==> config.mk <==
export PLATFORM = sky130hd
export DESIGN_NAME = enhanced_stopwatch_command_interface_flat
export DESIGN_NICKNAME = d
export VERILOG_FILES = /design/src/rtl/enhanced_stopwatch_command_interface_if.sv /design/src/rtl/enhanced_stopwatch_command_interface.sv /design/src/flat_wrapper.sv
export SDC_FILE = /design/constraint.sdc
export NUM_CORES = 1
export LEC_CHECK = 0
export ABC_AREA = 1
export CAP_MARGIN = 20
export CORE_MARGIN = 2
export CORE_UTILIZATION = 35
export DETAILED_ROUTE_END_ITERATION = 12
export DONT_BUFFER_PORTS = 1
export GPL_TIMING_DRIVEN = 0
export PLACE_DENSITY = 0.51
export SLEW_MARGIN = 20
export SYNTH_ARGS = -nofsm -noshare
export SYNTH_HDL_FRONTEND = slang
export SYNTH_SLANG_ARGS = --single-unit
==> constraint.sdc <==
create_clock -name i_clk -period 2.3 [get_ports i_clk]
set_clock_uncertainty 0.05 [all_clocks]
set_input_delay 0.46 -clock i_clk [delete_from_list [all_inputs] [get_ports i_clk]]
set_output_delay 0.46 -clock i_clk [all_outputs]
set_load 0.02 [all_outputs]
==> src/rtl/enhanced_stopwatch_command_interface_if.sv <==
// RX FIFO read-side bundle between the UART receive FIFO and the command decoder.
// The FIFO side drives head byte and empty flag; the decoder drives the pop strobe.
interface enhanced_stopwatch_command_interface_if;
    logic       i_rx_empty;
    logic [7:0] i_rx_data;
    logic       o_rx_rd;

    modport master (output i_rx_empty, output i_rx_data, input o_rx_rd);
    modport slave  (input i_rx_empty, input i_rx_data, output o_rx_rd);
endinterface

==> src/rtl/enhanced_stopwatch_command_interface.sv <==
// Stopwatch command decoder: pops ASCII bytes from the RX FIFO, decodes single-char
// commands and the "sD.DD.D" preset sequence, and drives stopwatch control pulses/levels.
module enhanced_stopwatch_command_interface #(
    parameter int unsigned TO_CYCLES = 100_000_000,
    parameter int unsigned TO_BITS   = 27
) (
    input  logic                                  i_clk,
    input  logic                                  i_reset,
    enhanced_stopwatch_command_interface_if.slave rx,
    output logic                                  o_clr,
    output logic                                  o_go,
    output logic                                  o_up,
    output logic                                  o_send,
    output logic                                  o_load,
    output logic [3:0]                            o_ld3,
    output logic [3:0]                            o_ld2,
    output logic [3:0]                            o_ld1,
    output logic [3:0]                            o_ld0,
    output logic                                  o_err
);

    typedef enum logic [2:0] {IDLE, P3, P2, P1, P0} state_t;

    localparam logic [TO_BITS-1:0] TO_LAST = TO_BITS'(TO_CYCLES - 1);

    state_t               state_q, state_d;
    logic [TO_BITS-1:0]   cnt_q, cnt_d;
    logic                 go_q, go_d, up_q, up_d;
    logic                 clr_q, clr_d, send_q, send_d, load_q, load_d, err_q, err_d;
    logic [3:0]           sh3_q, sh3_d, sh2_q, sh2_d, sh1_q, sh1_d;
    logic [3:0]           ld3_q, ld3_d, ld2_q, ld2_d, ld1_q, ld1_d, ld0_q, ld0_d;

    logic       pop;
    logic [7:0] byte_in;
    logic [7:0] ch;
    logic       is_digit;
    logic [3:0] digit;

    function automatic logic [7:0] to_lower(input logic [7:0] c);
        to_lower = (c >= 8'h41 && c <= 8'h5A) ? (c | 8'h20) : c;
    endfunction

    assign pop        = !rx.i_rx_empty;
    assign rx.o_rx_rd = pop;
    assign byte_in    = rx.i_rx_data;
    assign ch         = to_lower(byte_in);
    assign is_digit   = (byte_in >= 8'h30) && (byte_in <= 8'h39);
    assign digit      = byte_in[3:0];

    always_comb begin
        state_d = state_q;
        cnt_d   = cnt_q;
        go_d    = go_q;
        up_d    = up_q;
        clr_d   = 1'b0;
        send_d  = 1'b0;
        load_d  = 1'b0;
        err_d   = 1'b0;
        sh3_d   = sh3_q;
        sh2_d   = sh2_q;
        sh1_d   = sh1_q;
        ld3_d   = ld3_q;
        ld2_d   = ld2_q;
        ld1_d   = ld1_q;
        ld0_d   = ld0_q;

        if (state_q == IDLE) begin
            cnt_d = '0;
            if (pop) begin
                case (ch)
                    "c":                   clr_d  = 1'b1;
                    "g":                   go_d   = 1'b1;
                    "p":                   go_d   = 1'b0;
                    "u":                   up_d   = 1'b1;
                    "d":                   up_d   = 1'b0;
                    "r":                   send_d = 1'b1;
                    "s":                   state_d = P3;
                    8'h0A, 8'h0D, 8'h20: ;
                    default:               err_d  = 1'b1;
                endcase
            end
        end else if (pop) begin
            // '.' separators are skipped after the first digit without touching the timeout
            if (byte_in == 8'h2E && state_q != P3) begin
                cnt_d = cnt_q;
            end else if (is_digit && !(state_q == P2 && byte_in > 8'h35)) begin
                cnt_d = '0;
                case (state_q)
                    P3: begin sh3_d = digit; state_d = P2; end
                    P2: begin sh2_d = digit; state_d = P1; end
                    P1: begin sh1_d = digit; state_d = P0; end
                    default: begin
                        ld3_d   = sh3_q;
                        ld2_d   = sh2_q;
                        ld1_d   = sh1_q;
                        ld0_d   = digit;
                        load_d  = 1'b1;
                        state_d = IDLE;
                    end
                endcase
            end else begin
                cnt_d   = '0;
                err_d   = 1'b1;
                state_d = IDLE;
            end
        end else if (cnt_q == TO_LAST) begin
            cnt_d   = '0;
            err_d   = 1'b1;
            state_d = IDLE;
        end else begin
            cnt_d = cnt_q + 1'b1;
        end
    end

    always_ff @(posedge i_clk) begin
        if (i_reset) begin
            state_q <= IDLE;
            cnt_q   <= '0;
            go_q    <= 1'b0;
            up_q    <= 1'b1;
            clr_q   <= 1'b0;
            send_q  <= 1'b0;
            load_q  <= 1'b0;
            err_q   <= 1'b0;
            sh3_q   <= '0;
            sh2_q   <= '0;
            sh1_q   <= '0;
            ld3_q   <= '0;
            ld2_q   <= '0;
            ld1_q   <= '0;
            ld0_q   <= '0;
        end else begin
            state_q <= state_d;
            cnt_q   <= cnt_d;
            go_q    <= go_d;
            up_q    <= up_d;
            clr_q   <= clr_d;
            send_q  <= send_d;
            load_q  <= load_d;
            err_q   <= err_d;
            sh3_q   <= sh3_d;
            sh2_q   <= sh2_d;
            sh1_q   <= sh1_d;
            ld3_q   <= ld3_d;
            ld2_q   <= ld2_d;
            ld1_q   <= ld1_d;
            ld0_q   <= ld0_d;
        end
    end

    assign o_clr  = clr_q;
    assign o_go   = go_q;
    assign o_up   = up_q;
    assign o_send = send_q;
    assign o_load = load_q;
    assign o_err  = err_q;
    assign o_ld3  = ld3_q;
    assign o_ld2  = ld2_q;
    assign o_ld1  = ld1_q;
    assign o_ld0  = ld0_q;

endmodule

==> src/flat_wrapper.sv <==
// flat-port wrapper written by rule: the top's interface ports become plain ports
module enhanced_stopwatch_command_interface_flat 
#(
    parameter int unsigned TO_CYCLES = 100_000_000,
    parameter int unsigned TO_BITS   = 27
)
  (i_clk, i_reset, o_clr, o_go, o_up, o_send, o_load, o_ld3, o_ld2, o_ld1, o_ld0, o_err, rx_i_rx_empty, rx_i_rx_data, rx_o_rx_rd);
  enhanced_stopwatch_command_interface_if rx_i ();
  input  logic i_clk;
  input  logic i_reset;
  output logic o_clr;
  output logic o_go;
  output logic o_up;
  output logic o_send;
  output logic o_load;
  output logic [3:0] o_ld3;
  output logic [3:0] o_ld2;
  output logic [3:0] o_ld1;
  output logic [3:0] o_ld0;
  output logic o_err;
  input wire logic [$bits(rx_i.i_rx_empty)-1:0] rx_i_rx_empty;
  input wire logic [$bits(rx_i.i_rx_data)-1:0] rx_i_rx_data;
  output wire logic [$bits(rx_i.o_rx_rd)-1:0] rx_o_rx_rd;
  assign rx_i.i_rx_empty = rx_i_rx_empty;
  assign rx_i.i_rx_data = rx_i_rx_data;
  assign rx_o_rx_rd = rx_i.o_rx_rd;
  enhanced_stopwatch_command_interface #(.TO_CYCLES(TO_CYCLES), .TO_BITS(TO_BITS)) u_core (.i_clk(i_clk), .i_reset(i_reset), .rx(rx_i), .o_clr(o_clr), .o_go(o_go), .o_up(o_up), .o_send(o_send), .o_load(o_load), .o_ld3(o_ld3), .o_ld2(o_ld2), .o_ld1(o_ld1), .o_ld0(o_ld0), .o_err(o_err));
endmodule
==> results.md, run 1 <==
* Starting Density at 36.2%
* Worst hold path endpoint: u_core.sh3_q[3]
* IO buf count at 0
* Worst-path clk slew at 80 ps
* CP max stage cell: dfxtp_1
* CP Launch Type: flop
* Antenna Nets Post-Route at 0
* Crit path cell chain: ha_1 -> nand2_1 -> nor2_2 -> nand2_1 -> inv_1 -> nand2_1 -> nor2_2 -> nor2_2 -> clkbuf_4 -> o21ai_0 -> a21oi_1
* Family with the most delay on the worst path: simple AND/OR/NAND/NOR gates
* Core ar. at 9280 µm²
* Area contributors post-synth: dfxtp_1 38%, nand2_1 13%, nor2_1 8.4%, a21oi_1 7.3%, nand3_1 6.0%
* Setup TNS at 0 ps
* Number of flops mapped to enable cells by yosys at 0
* Cell taking the most area after synthesis: dfxtp_1
* Total GRT Usage at 18.3%
* Die ar. at 10,400 µm²
* Layout cells sized above 1 at 10.0%
* GPL Wtd Cong at 0.881
* Data arrival, critical path at 2340 ps
* WS Path Type: flop to flop
* Post-Syn Nets at 516
* Switching pwr at 0.565 mW
* Worst r2r dst: u_core.cnt_q[21]
* Cell chosen for the clock root: clkbuf_8
* Antenna violations before repair at 0
* R2R depth at 11
* Max FO, Critical Path at 10
* HP Start: rx_i_rx_data[3]
* Final period utilization at 92.1%
* Syn-to-layout area delta at 11.9%
* P_int at 1.75 mW
* Worst path bufs/invs at 2
* HP Class: input pin to flop
* Status: finished, final reports clean
* Total Power at 2.32 mW
* Share of Yosys cell area claimed by the top area cell type at 38.2%
* Final WS setup at 181 ps
* Num rows at 35
* Die W at 102 µm
* Final hold vios at 0
* WHS Path Cells at 2
* Reg power frac at 47.9%
* Peak VDD IR at 0.230 mV
* # clock sinks at 64
* Min Tclk post-route at 2120 ps
* Crit. End Element: flop
* HPWL Detailed at 6870 µm
* Die Y at 102 µm
* Clk Latency, worst-skew pair at 350 ps
* Final Slew Violations at 0
* Sequential area share after synthesis at 38.2%
* Detailed-route via count at 3,208
* Fmax at 472 MHz
* RSZ-0062 raised after global routing: false
* Total grt overflow at 0
* Synth unique cells at 36
* Max_cap viols at 0
* Worst R2R Setup Slack at 180 ps
* Pre-CTS setup slack at -16.9 ps
* CTS tree: built
* Mapped Cells at 504
* Netlist Area Pre-Place at 3360 µm²
* Sw Share at 24.4%
* Placed Instances at 633
* Clock Path Buffers at 2
* FILL cells at 995
* DR iter-0 viols at 204
* Vias per cell at 4.94
* Largest net degree at the start of global routing at 14
* Ys async rst share at 0%
* Mean post-synth cell area at 6.66 µm²
* ANT cells at 0
* Routed WL at 9130 µm
* # nets final at 527
* DRC viols at 0
* Combinational power share at 3.9%
* Prevailing post-synth register cell: dfxtp_1
* Synth Register Bits at 64
* Slew @ Worst Pin at 732 ps
* Max_slew headroom at 50.8%
* CP peak stage delay at 340 ps
* Reg2reg start: u_core.cnt_q[0]
* DR WL/cell at 14.1 µm
* # setup viols final at 0
* Synth warn at 0
* Post-CTS Hold Fix Bufs at 0
* Pwr Density at 617 nW/µm²
* Lkg Pwr at 1.46 nW
* Clock power frac at 48.1%
* First-pass DRT Iterations at 4
* Post-synth top cells: 114 x nand2_1, 75 x nor2_1, 64 x dfxtp_1, 49 x a21oi_1, 47 x inv_1
* CTS Buf Count at 9
* Count leader, synth: nand2_1
* CP Data Required Time at 2520 ps
* Final Non-Filler Cells at 649
* I/O pin count at 34
* Vias in the first global route at 2,963
* First-pass GRT wire length at 14,700 µm
* Max H-tree Level at 3
[logic make-up after synthesis]
family          synth area share (%)
flops                           38.2
simple gates                    36.5
buf+inv                         7.94
fa+ha+maj                      0.373
xor+xnor                        2.61
compound gates                  14.5
[cells in the final DEF (no fill, tap or decap), types with 7 or more instances in the layout]
cell	count
xor2_1	7
nor3_1	8
o21ai_0	22
nand4_1	17
inv_1	47
clkbuf_8	9
a21oi_1	49
dfxtp_1	64
nor2_1	73
o21ai_1	7
nand3_1	40
nand2_1	113
[worst max path at each step]
stage | start | to | slack, ps | cells past startpoint
floorplan | rx_i_rx_empty | u_core.o_ld0[0] | 600 | 7
global placement | u_core.cnt_q[0] | u_core.cnt_q[21] | -30 | 11
detailed placement | u_core.cnt_q[0] | u_core.cnt_q[21] | -20 | 11
CTS | u_core.cnt_q[1] | u_core.state_q[1] | 90 | 12
global route | u_core.cnt_q[1] | u_core.state_q[0] | 10 | 12
finish | u_core.cnt_q[0] | u_core.cnt_q[21] | 180 | 11
[state kept, by name (all words and copies together) (netlist names), 3 cells and up]
register and cells:
u_core.cnt_q 27, u_core.o_ld0 4, u_core.o_ld1 4, u_core.o_ld2 4, u_core.o_ld3 4, u_core.sh1_q 4
u_core.sh2_q 4, u_core.sh3_q 4, u_core.state_q 3
[final cells by class]
class                           count  area, µm²  share of cell area (%)
Clock buffer                        9        124                    3.30
Tap cell                          129        161                    4.30
Multi-Input combinational cell    375       1820                    48.4
Buffer                             13       73.8                    1.97
Inverter                           52        195                    5.20
Sequential cell                    64       1280                    34.1
Clock inverter                      7        103                    2.73
[what timing repair did]
action / CTS / global route
setup buffers: 0 / 0
hold endpoints to repair: 0 / 0
resized for setup: 1 / 3
setup endpoints to repair: 2 / 11
[per-stage QoR]
step	instance area, µm²	hold WS (ps)	utilization [%]
floorplan	3360	379	-
detailed placement	3520	397	37.9
global route	3750	222	40.4
CTS	3750	209	40.4
global placement	3520	388	37.9
finish	3750	226	40.4
[power by group through the flow]
| stage | Combinational, mW | Sequential [mW] | Clock, mW |
|---|---|---|---|
| after detailed placement | 0.0913 | 1.14 | 0 |
| after CTS | 0.0920 | 1.11 | 1.16 |
| after global placement | 0.0918 | 1.14 | 0 |
| final | 0.0916 | 1.11 | 1.12 |
| after global routing | 0.103 | 1.11 | 1.21 |
| after floorplan | 0.0667 | 1.14 | 0 |
[routing by layer]
metal	GRT usage (%)	part of all wire [%]
met1	24.7	48
met2	30.0	46
met3	4.10	5.5
met4	4.31	0.88
met5	0	0
[worst register-to-register path, delay by kind of cell (launching register included)]
family | cells | cell delay (ps)
compound gates | 2 | 240
fa+ha+maj | 1 | 220
buf+inv | 2 | 440
flops | 1 | 340
simple gates | 6 | 780
Power figures use the tool's default switching activity.
==> inputs of run 2 (changes only) <==
--- a/config.mk
+++ b/config.mk
@@ -13,7 +13,6 @@
 export DONT_BUFFER_PORTS = 1
 export GPL_TIMING_DRIVEN = 0
 export PLACE_DENSITY = 0.51
-export SLEW_MARGIN = 20
 export SYNTH_ARGS = -nofsm -noshare
 export SYNTH_HDL_FRONTEND = slang
 export SYNTH_SLANG_ARGS = --single-unit
==> results of run 2 <==
No change in the layout: final DEF, timing and power equal those of run 1.
==> inputs of run 3 (changes only) <==
--- a/config.mk
+++ b/config.mk
@@ -7,7 +7,6 @@
 export LEC_CHECK = 0
 export ABC_AREA = 1
 export CAP_MARGIN = 20
-export CORE_MARGIN = 2
 export CORE_UTILIZATION = 35
 export DETAILED_ROUTE_END_ITERATION = 12
 export DONT_BUFFER_PORTS = 1
==> run 3 against run 2 <==
Net effect:
- routed wire length decreased by 1.6%
- worst setup slack got worse by 16 ps
- sequential power about the same
- clock power about the same
- highest routed layer unchanged
==> results.md, run 3 (synthesis results as in run 1) <==
* Worst R2R Setup Slack at 170 ps
* I/O pin count at 34
* Max_slew headroom at 50.0%
* Top reg by flops: u_core.cnt_q
* Crit path depth at 11
* Starting Density at 36.2%
* Vias per cell at 4.90
* Max_cap viols at 0
* Max FO, Critical Path at 10
* DR WL/cell at 13.8 µm
* R2R depth at 11
* Antenna violations before repair at 0
* Final Slew Violations at 0
* First-pass GRT wire length at 14,700 µm
* Die W at 99.9 µm
* Family with the most delay on the worst path: simple AND/OR/NAND/NOR gates
* CTS Buf Count at 9
* Reg2reg start: u_core.cnt_q[0]
* Pwr Density at 618 nW/µm²
* First-pass DRT Iterations at 5
* Most frequent cells in the layout: 113 x nand2_1, 73 x nor2_1, 64 x dfxtp_1
* Die Y at 99.9 µm
* # nets final at 527
* DR iter-0 viols at 164
* Fmax at 468 MHz
* Layout cells sized above 1 at 10.0%
* Max FFs per register at 27
* Final hold vios at 0
* Post-CTS Setup Bufs at 0
* # clock sinks at 64
* HPWL Detailed at 6740 µm
* CP Launch Point: u_core.cnt_q[0]
* Largest net degree at the start of global routing at 14
* Final period utilization at 92.8%
* GPL Wtd Cong at 0.864
* CP max stage cell: dfxtp_1
* Antenna Nets Post-Route at 0
* Crit path cell chain: ha_1 -> nand2_1 -> nor2_2 -> nand2_1 -> inv_1 -> nand2_1 -> nor2_2 -> nor2_2 -> clkbuf_4 -> o21ai_0 -> a21oi_1
* Max H-tree Level at 3
* Clock Path Buffers at 2
* Core ar. at 9280 µm²
* FILL cells at 1,015
* Clk Latency, worst-skew pair at 350 ps
* CP peak stage delay at 330 ps
* Worst path bufs/invs at 2
* Syn-to-layout area delta at 11.9%
* Hold WS at 222 ps
* CP Data Required Time at 2530 ps
* Total Power at 2.32 mW
* Final Non-Filler Cells at 649
* Num rows at 35
* Total GRT Usage at 19.0%
* Cell chosen for the clock root: clkbuf_8
* IO buf count at 0
* Setup TNS at 0 ps
* Data arrival, critical path at 2370 ps
* Final Cell Area at 3750 µm²
* Lkg Pwr at 1.46 nW
* Total grt overflow at 0
* Routed WL at 8980 µm
* Placed Area at 3520 µm²
* CTS tree: built
* DRC viols at 0
* HP Class: input pin to flop
* Vias in the first global route at 2,960
* Peak VDD IR at 0.311 mV
* WS Path Type: flop to flop
* Worst r2r dst: u_core.cnt_q[21]
* Commonest non-fill, non-tap cell in the layout: nand2_1
* Worst-path clk slew at 80 ps
* CP Launch Type: flop
* Slew @ Worst Pin at 743 ps
* # setup viols final at 0
* Setup crit end: u_core.cnt_q[21]
* Placed Instances at 633
* Crit. End Element: flop
* Status: finished, final reports clean
* RSZ-0062 raised after global routing: false
* ANT cells at 0
* Detailed-route via count at 3,183
* Min Tclk post-route at 2130 ps
* Die ar. at 9990 µm²
## run 3: cell counts in the layout (fill, tap and decap cells not counted)
Identical to the previous run, type by type.
## run 3: per-stage QoR
| stage | setup slack, ps | util [%] |
|---|---|---|
| 6_report | 165 | 40.4 |
| 5_1_grt | 35.4 | 40.4 |
| 4_1_cts | 93.7 | 40.4 |
| 3_5_place_dp | -24.0 | 37.9 |
| 3_3_place_gp | -43.1 | 37.9 |
| 2_1_floorplan | 601 | - |
## run 3: how the worst min path moves through the flow
stage | from | endpoint | cells after the start
floorplan | u_core.sh1_q[3] | u_core.o_ld1[3] | 2
global placement | u_core.sh1_q[3] | u_core.o_ld1[3] | 2
detailed placement | u_core.sh1_q[1] | u_core.sh1_q[1] | 2
CTS | rx_i_rx_data[3] | u_core.sh3_q[3] | 2
global route | rx_i_rx_data[3] | u_core.sh3_q[3] | 2
finish | rx_i_rx_data[3] | u_core.sh3_q[3] | 2
## run 3: report_power, final
group,leakage [nW],total (mW),internal [mW],switching [mW]
combinational,0.832,0.0917,0.0241,0.0677
sequential,0.515,1.11,1.11,0.00245
clock,0.110,1.12,0.621,0.498
total,1.46,2.32,1.75,0.568
## run 3: metal layers
layer / vias up / routed length, µm / track usage (%) / part of all wire, %
met5: - / 0 / 0 / 0
met2: 73 / 3920 / 29.7 / 44
li1: 1673 / - / - / -
met1: 1423 / 4410 / 25.6 / 49
met4: 0 / 176 / 6.33 / 2.0
met3: 14 / 473 / 4.81 / 5.3
## run 3: repair_timing
action / in CTS / in global routing
endpoints found under the setup margin: 1 / 9
gates resized for setup: 1 / 3
hold buffers: 0 / 0
## run 3: worst register-to-register path: cells and delay by family, from the launching register on
kind / cells / cell delay, ps
compound gates: 2 / 250
fa+ha+maj: 1 / 220
buf+inv: 2 / 450
flops: 1 / 330
simple gates: 6 / 790
## run 3: final cells by class
class,instances,area (µm²),area share (%)
plain buffers,13,73.8,1.97
clock buffers,9,124,3.30
clock inverters,7,103,2.73
inverters,52,195,5.20
multi-input cells,375,1820,48.4
flip-flops and latches,64,1280,34.1
well taps,129,161,4.30
